$ cat src/rtl/dice_roll_engine.sv
// Dice-game controller: free-running die counters plus a come-out/point sequencer
// with a bounded roll budget. A rising edge on the roll button latches all dice at once.
module dice_roll_engine #(
    parameter int FACES     = 6,
    parameter int NUM_DICE  = 2,
    parameter int MAX_ROLLS = 3,
    parameter int WIN1      = 7,
    parameter int WIN2      = 11,
    parameter int LOSE1     = 2,
    parameter int LOSE2     = 3,
    parameter int LOSE3     = 12,
    localparam int DW = $clog2(FACES + 1),
    localparam int SW = $clog2(NUM_DICE * FACES + 1),
    localparam int RW = $clog2(MAX_ROLLS + 1)
) (
    input  logic                   clk_i,
    input  logic                   rst_ni,
    input  logic                   start_i,
    input  logic                   roll_btn_i,
    output logic [NUM_DICE*DW-1:0] dice_out_o,
    output logic [SW-1:0]          sum_o,
    output logic [SW-1:0]          point_o,
    output logic                   point_valid_o,
    output logic [RW-1:0]          rolls_left_o,
    output logic                   roll_ready_o,
    output logic                   win_o,
    output logic                   lose_o,
    output logic                   busy_o
);

    typedef enum logic [1:0] {S_IDLE, S_WAIT, S_EVAL, S_DONE} state_t;

    state_t                 state_q;
    logic                   btn_q;
    logic [DW-1:0]          cnt_q [NUM_DICE];
    logic [DW-1:0]          cnt_d [NUM_DICE];
    logic [NUM_DICE*DW-1:0] cnt_flat;
    logic [SW-1:0]          cnt_sum;
    logic [NUM_DICE*DW-1:0] dice_q;
    logic [SW-1:0]          sum_q;
    logic [SW-1:0]          point_q;
    logic                   pv_q;
    logic [RW-1:0]          rl_q;
    logic                   win_q;
    logic                   lose_q;
    logic                   roll_edge;
    logic                   win_sum, lose_sum, eval_win, eval_lose, comeout_undec;

    // Advance a die by one step plus an optional carry, wrapping back into 1..FACES.
    function automatic logic [DW-1:0] die_step(input logic [DW-1:0] v, input logic carry);
        logic [DW:0] t;
        t = {1'b0, v} + (DW+1)'(1) + {{DW{1'b0}}, carry};
        if (t > (DW+1)'(FACES))
            t = t - (DW+1)'(FACES);
        return DW'(t);
    endfunction

    always_comb begin
        cnt_d[0] = die_step(cnt_q[0], 1'b0);
        for (int i = 1; i < NUM_DICE; i++)
            cnt_d[i] = die_step(cnt_q[i], cnt_q[i-1] == DW'(FACES));
    end

    always_comb begin
        cnt_flat = '0;
        cnt_sum  = '0;
        for (int i = 0; i < NUM_DICE; i++) begin
            cnt_flat[i*DW +: DW] = cnt_q[i];
            cnt_sum              = cnt_sum + SW'(cnt_q[i]);
        end
    end

    always_ff @(posedge clk_i or negedge rst_ni) begin
        if (!rst_ni) begin
            for (int i = 0; i < NUM_DICE; i++)
                cnt_q[i] <= DW'(1);
        end else begin
            for (int i = 0; i < NUM_DICE; i++)
                cnt_q[i] <= cnt_d[i];
        end
    end

    assign roll_edge = roll_btn_i & ~btn_q;

    // Outcome of the roll held in sum_q; an undecided roll with no budget left loses.
    always_comb begin
        win_sum       = 1'b0;
        lose_sum      = 1'b0;
        eval_win      = 1'b0;
        eval_lose     = 1'b0;
        comeout_undec = 1'b0;
        if (!pv_q) begin
            win_sum  = (sum_q == SW'(WIN1)) || (sum_q == SW'(WIN2));
            lose_sum = !win_sum && ((sum_q == SW'(LOSE1)) || (sum_q == SW'(LOSE2)) ||
                                    (sum_q == SW'(LOSE3)));
            comeout_undec = !win_sum && !lose_sum;
        end else begin
            win_sum  = (sum_q == point_q);
            lose_sum = !win_sum && (sum_q == SW'(WIN1));
        end
        eval_win  = win_sum;
        eval_lose = lose_sum || (!win_sum && !lose_sum && rl_q == '0);
    end

    always_ff @(posedge clk_i or negedge rst_ni) begin
        if (!rst_ni) begin
            state_q <= S_IDLE;
            btn_q   <= 1'b0;
            dice_q  <= '0;
            sum_q   <= '0;
            point_q <= '0;
            pv_q    <= 1'b0;
            rl_q    <= '0;
            win_q   <= 1'b0;
            lose_q  <= 1'b0;
        end else begin
            btn_q <= roll_btn_i;
            case (state_q)
                S_IDLE, S_DONE: begin
                    if (start_i) begin
                        state_q <= S_WAIT;
                        win_q   <= 1'b0;
                        lose_q  <= 1'b0;
                        point_q <= '0;
                        pv_q    <= 1'b0;
                        dice_q  <= '0;
                        sum_q   <= '0;
                        rl_q    <= RW'(MAX_ROLLS);
                    end
                end
                S_WAIT: begin
                    if (roll_edge) begin
                        state_q <= S_EVAL;
                        dice_q  <= cnt_flat;
                        sum_q   <= cnt_sum;
                        rl_q    <= rl_q - RW'(1);
                    end
                end
                S_EVAL: begin
                    if (comeout_undec) begin
                        point_q <= sum_q;
                        pv_q    <= 1'b1;
                    end
                    if (eval_win) begin
                        win_q   <= 1'b1;
                        state_q <= S_DONE;
                    end else if (eval_lose) begin
                        lose_q  <= 1'b1;
                        state_q <= S_DONE;
                    end else begin
                        state_q <= S_WAIT;
                    end
                end
                default: state_q <= S_IDLE;
            endcase
        end
    end

    assign dice_out_o    = dice_q;
    assign sum_o         = sum_q;
    assign point_o       = point_q;
    assign point_valid_o = pv_q;
    assign rolls_left_o  = rl_q;
    assign win_o         = win_q;
    assign lose_o        = lose_q;
    assign roll_ready_o  = (state_q == S_WAIT);
    assign busy_o        = (state_q == S_WAIT) || (state_q == S_EVAL);

endmodule

$ cat config.mk
export PLATFORM = sky130hd
export DESIGN_NAME = dice_roll_engine
export DESIGN_NICKNAME = d
export VERILOG_FILES = /design/src/rtl/dice_roll_engine.sv
export SDC_FILE = /design/constraint.sdc
export NUM_CORES = 1
export LEC_CHECK = 0
export CAP_MARGIN = 20
export CORE_ASPECT_RATIO = 0.8
export CORE_MARGIN = 4
export CORE_UTILIZATION = 55
export CTS_CLUSTER_SIZE = 24
export DETAILED_ROUTE_END_ITERATION = 16
export PLACE_DENSITY = 0.81
export SYNTH_ARGS = -nofsm -noshare
export SYNTH_HDL_FRONTEND = slang
export SYNTH_SLANG_ARGS = --single-unit
$ cat constraint.sdc
create_clock -name clk_i -period 3.66 [get_ports clk_i]
set_input_delay 0.732 -clock clk_i [delete_from_list [all_inputs] [get_ports clk_i]]
set_output_delay 0.732 -clock clk_i [all_outputs]
set_load 0.03 [all_outputs]
Yosys cells after proc, flatten, opt, wreduce, memory -nomap -nowiden
Cells that the tools add are included.
{"block": "op_classes", "addsub": 7, "magnitude_cmp": 2, "n_eq_ne": 16, "mux": 29, "bitwise": 2, "reduce_logical": 25}
{"operator": "one-hot mux 4 bit (2 select lines)", "n": 2}
{"operator": "two-way mux 2 bit", "n": 6}
{"operator": "two-way mux 4 bit", "n": 3}
{"operator": "two-way mux 6 bit", "n": 2}
{"operator": "one-hot mux 6 bit (2 select lines)", "n": 1}
{"operator": "inequality test 2 bit (second input constant)", "n": 5}
{"operator": "AND reduction 3 bit", "n": 3}
{"operator": "adder 3 x 1 -> 4 bit (second input constant)", "n": 2}
{"operator": "== test 4 x 2 -> 1 bit (second input constant)", "n": 2}
{"operator": "== test 4 bit (second input constant)", "n": 2}
{"operator": "> comparator 4 x 3 -> 1 bit (second input constant)", "n": 2}
{"operator": "two-way mux 1 bit", "n": 8}
{"operator": "two-way mux 3 bit", "n": 2}
{"operator": "one-hot mux 1 bit (2 select lines)", "n": 3}
{"operator": "one-hot mux 2 bit (3 select lines)", "n": 1}
{"operator": "subtractor 3 bit (second input constant)", "n": 2}
{"operator": "logical AND 1 bit", "n": 5}
{"operator": "logical NOT 1 bit", "n": 5}
{"operator": "logical OR 1 bit", "n": 5}
{"operator": "adder 3 x 3 -> 4 bit", "n": 1}
{"operator": "adder 4 x 1 -> 4 bit", "n": 1}
{"operator": "== test 2 bit (second input constant)", "n": 2}
{"operator": "== test 4 x 3 -> 1 bit (second input constant)", "n": 1}
{"operator": "== test 4 bit", "n": 1}
{"operator": "other kinds (12)", "n": 14}
{"block": "totals", "regBits": 28, "output_inout_bits": 21, "word_cells": 92}

Depth between registers and ports, before layout
{"block": "depth", "depth_word": 12, "mapped_depth": 10, "mapped_depth_nobuf": 10}

Worst setup path before layout
No wires, ideal clock.
{"block": "synth_path", "path_type": "register to register", "startpoint": "register cnt_q, in the netlist cnt_flat[0]", "endpoint": "register cnt_q, in the netlist cnt_flat[5]", "setup_time_ps": 138, "t_arrival_ps": 1698, "setup_slack_ps": 1824, "path_stages_with_launch": 10, "n_path_buf": 0, "period_less_slack_ps": 1836, "cell_sequence": "dfstp_2 inv_1 ha_1 nand2_1 ha_1 inv_1 ha_1 and3_1 o21ai_0 o221ai_1"}
{"element": "start: declaration", "line": "35", "rtl": "logic [DW-1:0] cnt_q [NUM_DICE];"}
{"element": "start signal: indexed assignment", "line": "79", "rtl": "cnt_q[i] <= cnt_d[i];"}

Final worst setup path
{"block": "layout_path", "startpoint": "register state_q[0]", "endpoint": "output busy_o"}
{"block": "layout_via", "elab_chain_len": 2, "word_cells_on_any_way": 3}
{"element": "start: declaration", "line": "33", "rtl": "state_t state_q;"}
{"element": "start signal: assignment", "line": "107", "rtl": "state_q <= S_IDLE;"}
{"element": "start signal: assignment", "line": "121", "rtl": "state_q <= S_WAIT;"}
{"element": "start signal: assignment", "line": "133", "rtl": "state_q <= S_EVAL;"}
{"element": "== test 2 x 1 -> 1 bit or == test 2 bit (tied branches)", "line": "167", "rtl": "assign busy_o = (state_q == S_WAIT) || (state_q == S_EVAL);"}
{"element": "logical OR 1 bit (*)", "line": "167"}
{"element": "end: declaration", "line": "28", "rtl": "output logic busy_o"}
Every way passes the cells marked *; elsewhere a longest branch is shown, timed or not.

==> flow_metrics.env <==
export IMPL_status="completed"
export IMPL_slowest_stage="clkdlybuf4s50_1"
export IMPL_postCtsResizedCells=0
export IMPL_hold_depth=2
export IMPL_port_buffers=24
export IMPL_hold_buffers=0
export IMPL_register_area_um2=703
export IMPL_ys_flop_type="dfrtp_1"
export IMPL_min_to="dice_out_o[3]"
export IMPL_final_cell_area_um2=1920
export IMPL_cp_max_fo=8
export IMPL_hold_class="reg -> reg"
export IMPL_netSwitchingFraction_pct=47.4
export IMPL_cp_required_ns=2.93
export IMPL_critPathCaptureType="output pin"
export IMPL_setup_viol=0
export IMPL_synth_area_um2=1630
export IMPL_clock_path_buffers=2
export IMPL_crit_top_cell="inv_1"
export IMPL_power_switching_uw=703
export IMPL_p_int_uw=780
export IMPL_dpl_instance_area_um2=1880
export IMPL_crit_path_cell_trace="inv_1 > ha_1 > inv_1 > clkdlybuf4s50_1"
export IMPL_hpwl_um=2590
export IMPL_cts_htree_levels=1
export IMPL_core_um2=2810
export IMPL_grt_use_total_pct=19.6
export IMPL_avgRoutedWirePerCell_um=15.1
export IMPL_synth_edf_count=0
export IMPL_reg2reg_from="cnt_flat[0]"
export IMPL_cts_tree="yes"
export IMPL_ff2ff_setup_slack_ns=1.58
export IMPL_drive_gt1_share_pct=7.33
export IMPL_grt_max_degree=29
export IMPL_die_w_um=68.9
export IMPL_clock_latency_ns=0.27
export IMPL_fillerInstances=229
export IMPL_vdd_drop_max_uv=545
export IMPL_num_rows=17
export IMPL_io_pins=25
export IMPL_combPwrFrac_pct=56.0
export IMPL_grt_pass1_vias=1292
export IMPL_slowest_delay_ns=0.66
export IMPL_power_share_clock_pct=11.0
export IMPL_n_antenna_cell=0
export IMPL_worst_setup_path_start_kind="register"
export IMPL_postCtsSetupRepairBufs=0
export IMPL_worst_pin_slew_ns=0.484
export IMPL_p_leak_uw=0.000898
export IMPL_maxCapViolations=0
export IMPL_area_delta_synth_final_pct=18.0
export IMPL_synth_cell_type_count=43
export IMPL_via_per_inst=5.85
export IMPL_ys_ff_latch=28
export IMPL_fin_total_pwr_uw=1480
export IMPL_grt_overflow_total=0
export IMPL_min_from="dice_out_o[3]"
export IMPL_finalCritPeriodShare_pct=70.5
export IMPL_syn_nets=187
export IMPL_ant_nets=0
export IMPL_cts_root_buf="clkbuf_8"
export IMPL_ys_warn_count=0
export IMPL_post_route_min_period_ns=2.58
export IMPL_crit_type="reg -> out"
export IMPL_final_hold_viol_count=0
export IMPL_fmax_mhz=388
export IMPL_grt_pass1_wl_um=5900
export IMPL_drt_iter0_drc=86
export IMPL_start_util_pct=58.1
export IMPL_cp_arrival_ns=1.85
export IMPL_powerDensity_nw_per_um2=771
export IMPL_cts_sinks=28
export IMPL_gp_congestion=0.870
export IMPL_slew_headroom_pct=67.8
export IMPL_multiInputGateArea_um2=836
export IMPL_wl_um=3460
export IMPL_die_h_um=56.7
export IMPL_fin_setup_tns_ns=0
export IMPL_p_seq_share_pct=33.0
export IMPL_grt_antenna_before_repair=0
export IMPL_dieArea_um2=3900
export IMPL_postSynthAreaPerCell_um2=9.53
export IMPL_async_flop_share_pct=100
export IMPL_synth_cells=171
export IMPL_fin_nets=209
export IMPL_clkSlewWorstSetupHoldPaths_ns=0.09
export IMPL_grt_setup_unrepaired="no"
export IMPL_first_pass_iters=4
export IMPL_timing_rr_end="cnt_flat[5]"
export IMPL_yosysSeqAreaShare_pct=43.1
export IMPL_num_vias=1340
export IMPL_cts_buffers_inserted=3
export IMPL_route_detailed_drc=0
export IMPL_worst_clock_skew_ns=0.00563
export IMPL_ff2ff_path_depth=9
export IMPL_slew_violations=0
[worst max-delay path, delay by kind of cell (launching register included)]
kind | cells | cell delay, ns
adder cells (fa/ha/maj) | 1 | 0.39
buffers and inverters | 3 | 0.81
flip-flops | 1 | 0.38
[synth_stat cells (2+ instances only)]
cell type  instances  area (um2)
mux2i_1            2        20.0
dfstp_2            2        52.6
xor2_1             5        43.8
o21ai_0           12        60.1
nor4_1             2        12.5
nand2b_1           2        12.5
and3_1             5        31.3
nand3_1            7        35.0
clkbuf_1           3        11.3
nor2b_1            4        25.0
dfrtp_1           26         651
nor2_1             5        18.8
inv_1             13        48.8
o211ai_1           4        30.0
a21o_1             2        15.0
ha_1              11         138
a22o_1             3        26.3
xnor2_1            4        35.0
buf_2              4        20.0
nor3_1             2        10.0
a21oi_1            8        40.0
nand2_1           23        86.3
a21boi_0           2        15.0
[cells by family (layout without fill, tap and decap cells)]
family                     after synthesis  count (layout)  synth area share, %
and+or+nand+nor                         55              55                 16.9
AOI/OAI and AO/OA                       44              44                 18.7
DFF                                     28              28                 43.1
buffers and inverters                   21              41                 5.60
adders and majority gates               12              12                 9.67
xor gates and xnor gates                 9               9                 4.83
muxes                                    2               2                 1.23
[power by group through the flow]
stage          clock (uW)  combinational [uW]  sequential [uW]
2_1_floorplan           0                 466              585
3_3_place_gp            0                 806              487
3_5_place_dp            0                 823              494
4_1_cts               167                 832              489
5_1_grt               178                 901              507
6_report              163                 831              490
[layout make-up]
cell class	instances	area share, %
inverter	13	2.54
multi-input combinational	122	43.4
sequential	28	36.5
tap	38	2.47
timing repair buffer	25	12.9
clock buffer	3	2.15
[cell usage in the layout (no fill, tap or decap), types with 2 or more instances in the layout]
cell and n:
clkbuf_8 3, mux2i_1 2, ha_1 11, dfrtp_1 26, a21o_1 2, a21oi_1 8
nor2_1 5, a21boi_0 2, nor3_1 2, clkdlybuf4s50_1 24, nand2_1 23, xnor2_1 4
and3_1 5, inv_1 13, xor2_1 5, dfstp_2 2, a22o_1 3, nor2b_1 4
o211ai_1 4, o21ai_0 12, nand3_1 7, nor4_1 2, nand2b_1 2
[flip-flops by register name, indices dropped and copies added (netlist names)]
name,count
cnt_flat,6
dice_out_o,6
point_o,4
sum_o,4
rolls_left_o,2
state_q,2
btn_q,1
lose_o,1
point_valid_o,1
win_o,1
[layer usage]
layer / up-vias / global-route usage [%] / share of wire (%)
met5: - / 0 / 0
met2: 44 / 32.3 / 49
met1: 651 / 26.5 / 45
met4: 0 / 3.33 / 1.4
li1: 639 / - / -
met3: 6 / 4.20 / 4.3
[how the worst max path moves through the flow]
stage / depth (start not counted) / slack [ns] / start / to
2_1_floorplan: 9 / 1.82 / cnt_flat[0] / cnt_flat[5]
3_3_place_gp: 4 / 1.42 / state_q[0] / busy_o
3_5_place_dp: 4 / 1.38 / state_q[0] / busy_o
4_1_cts: 4 / 1.07 / state_q[0] / busy_o
5_1_grt: 4 / 1.01 / state_q[0] / busy_o
6_report: 4 / 1.08 / state_q[0] / busy_o
[stage by stage]
| step | setup slack (ns) | util [%] | std cells | hold slack, ns |
|---|---|---|---|---|
| after floorplan | 1.82 | - | 171 | 0.436 |
| after global placement | 1.42 | 67.1 | 226 | 0.466 |
| after detailed placement | 1.38 | 67.1 | 226 | 0.472 |
| after CTS | 1.07 | 68.5 | 229 | 0.492 |
| after global routing | 1.01 | 68.5 | 229 | 0.537 |
| final | 1.08 | 68.5 | 229 | 0.483 |
Note: power is estimated with default switching activity, not from simulation.
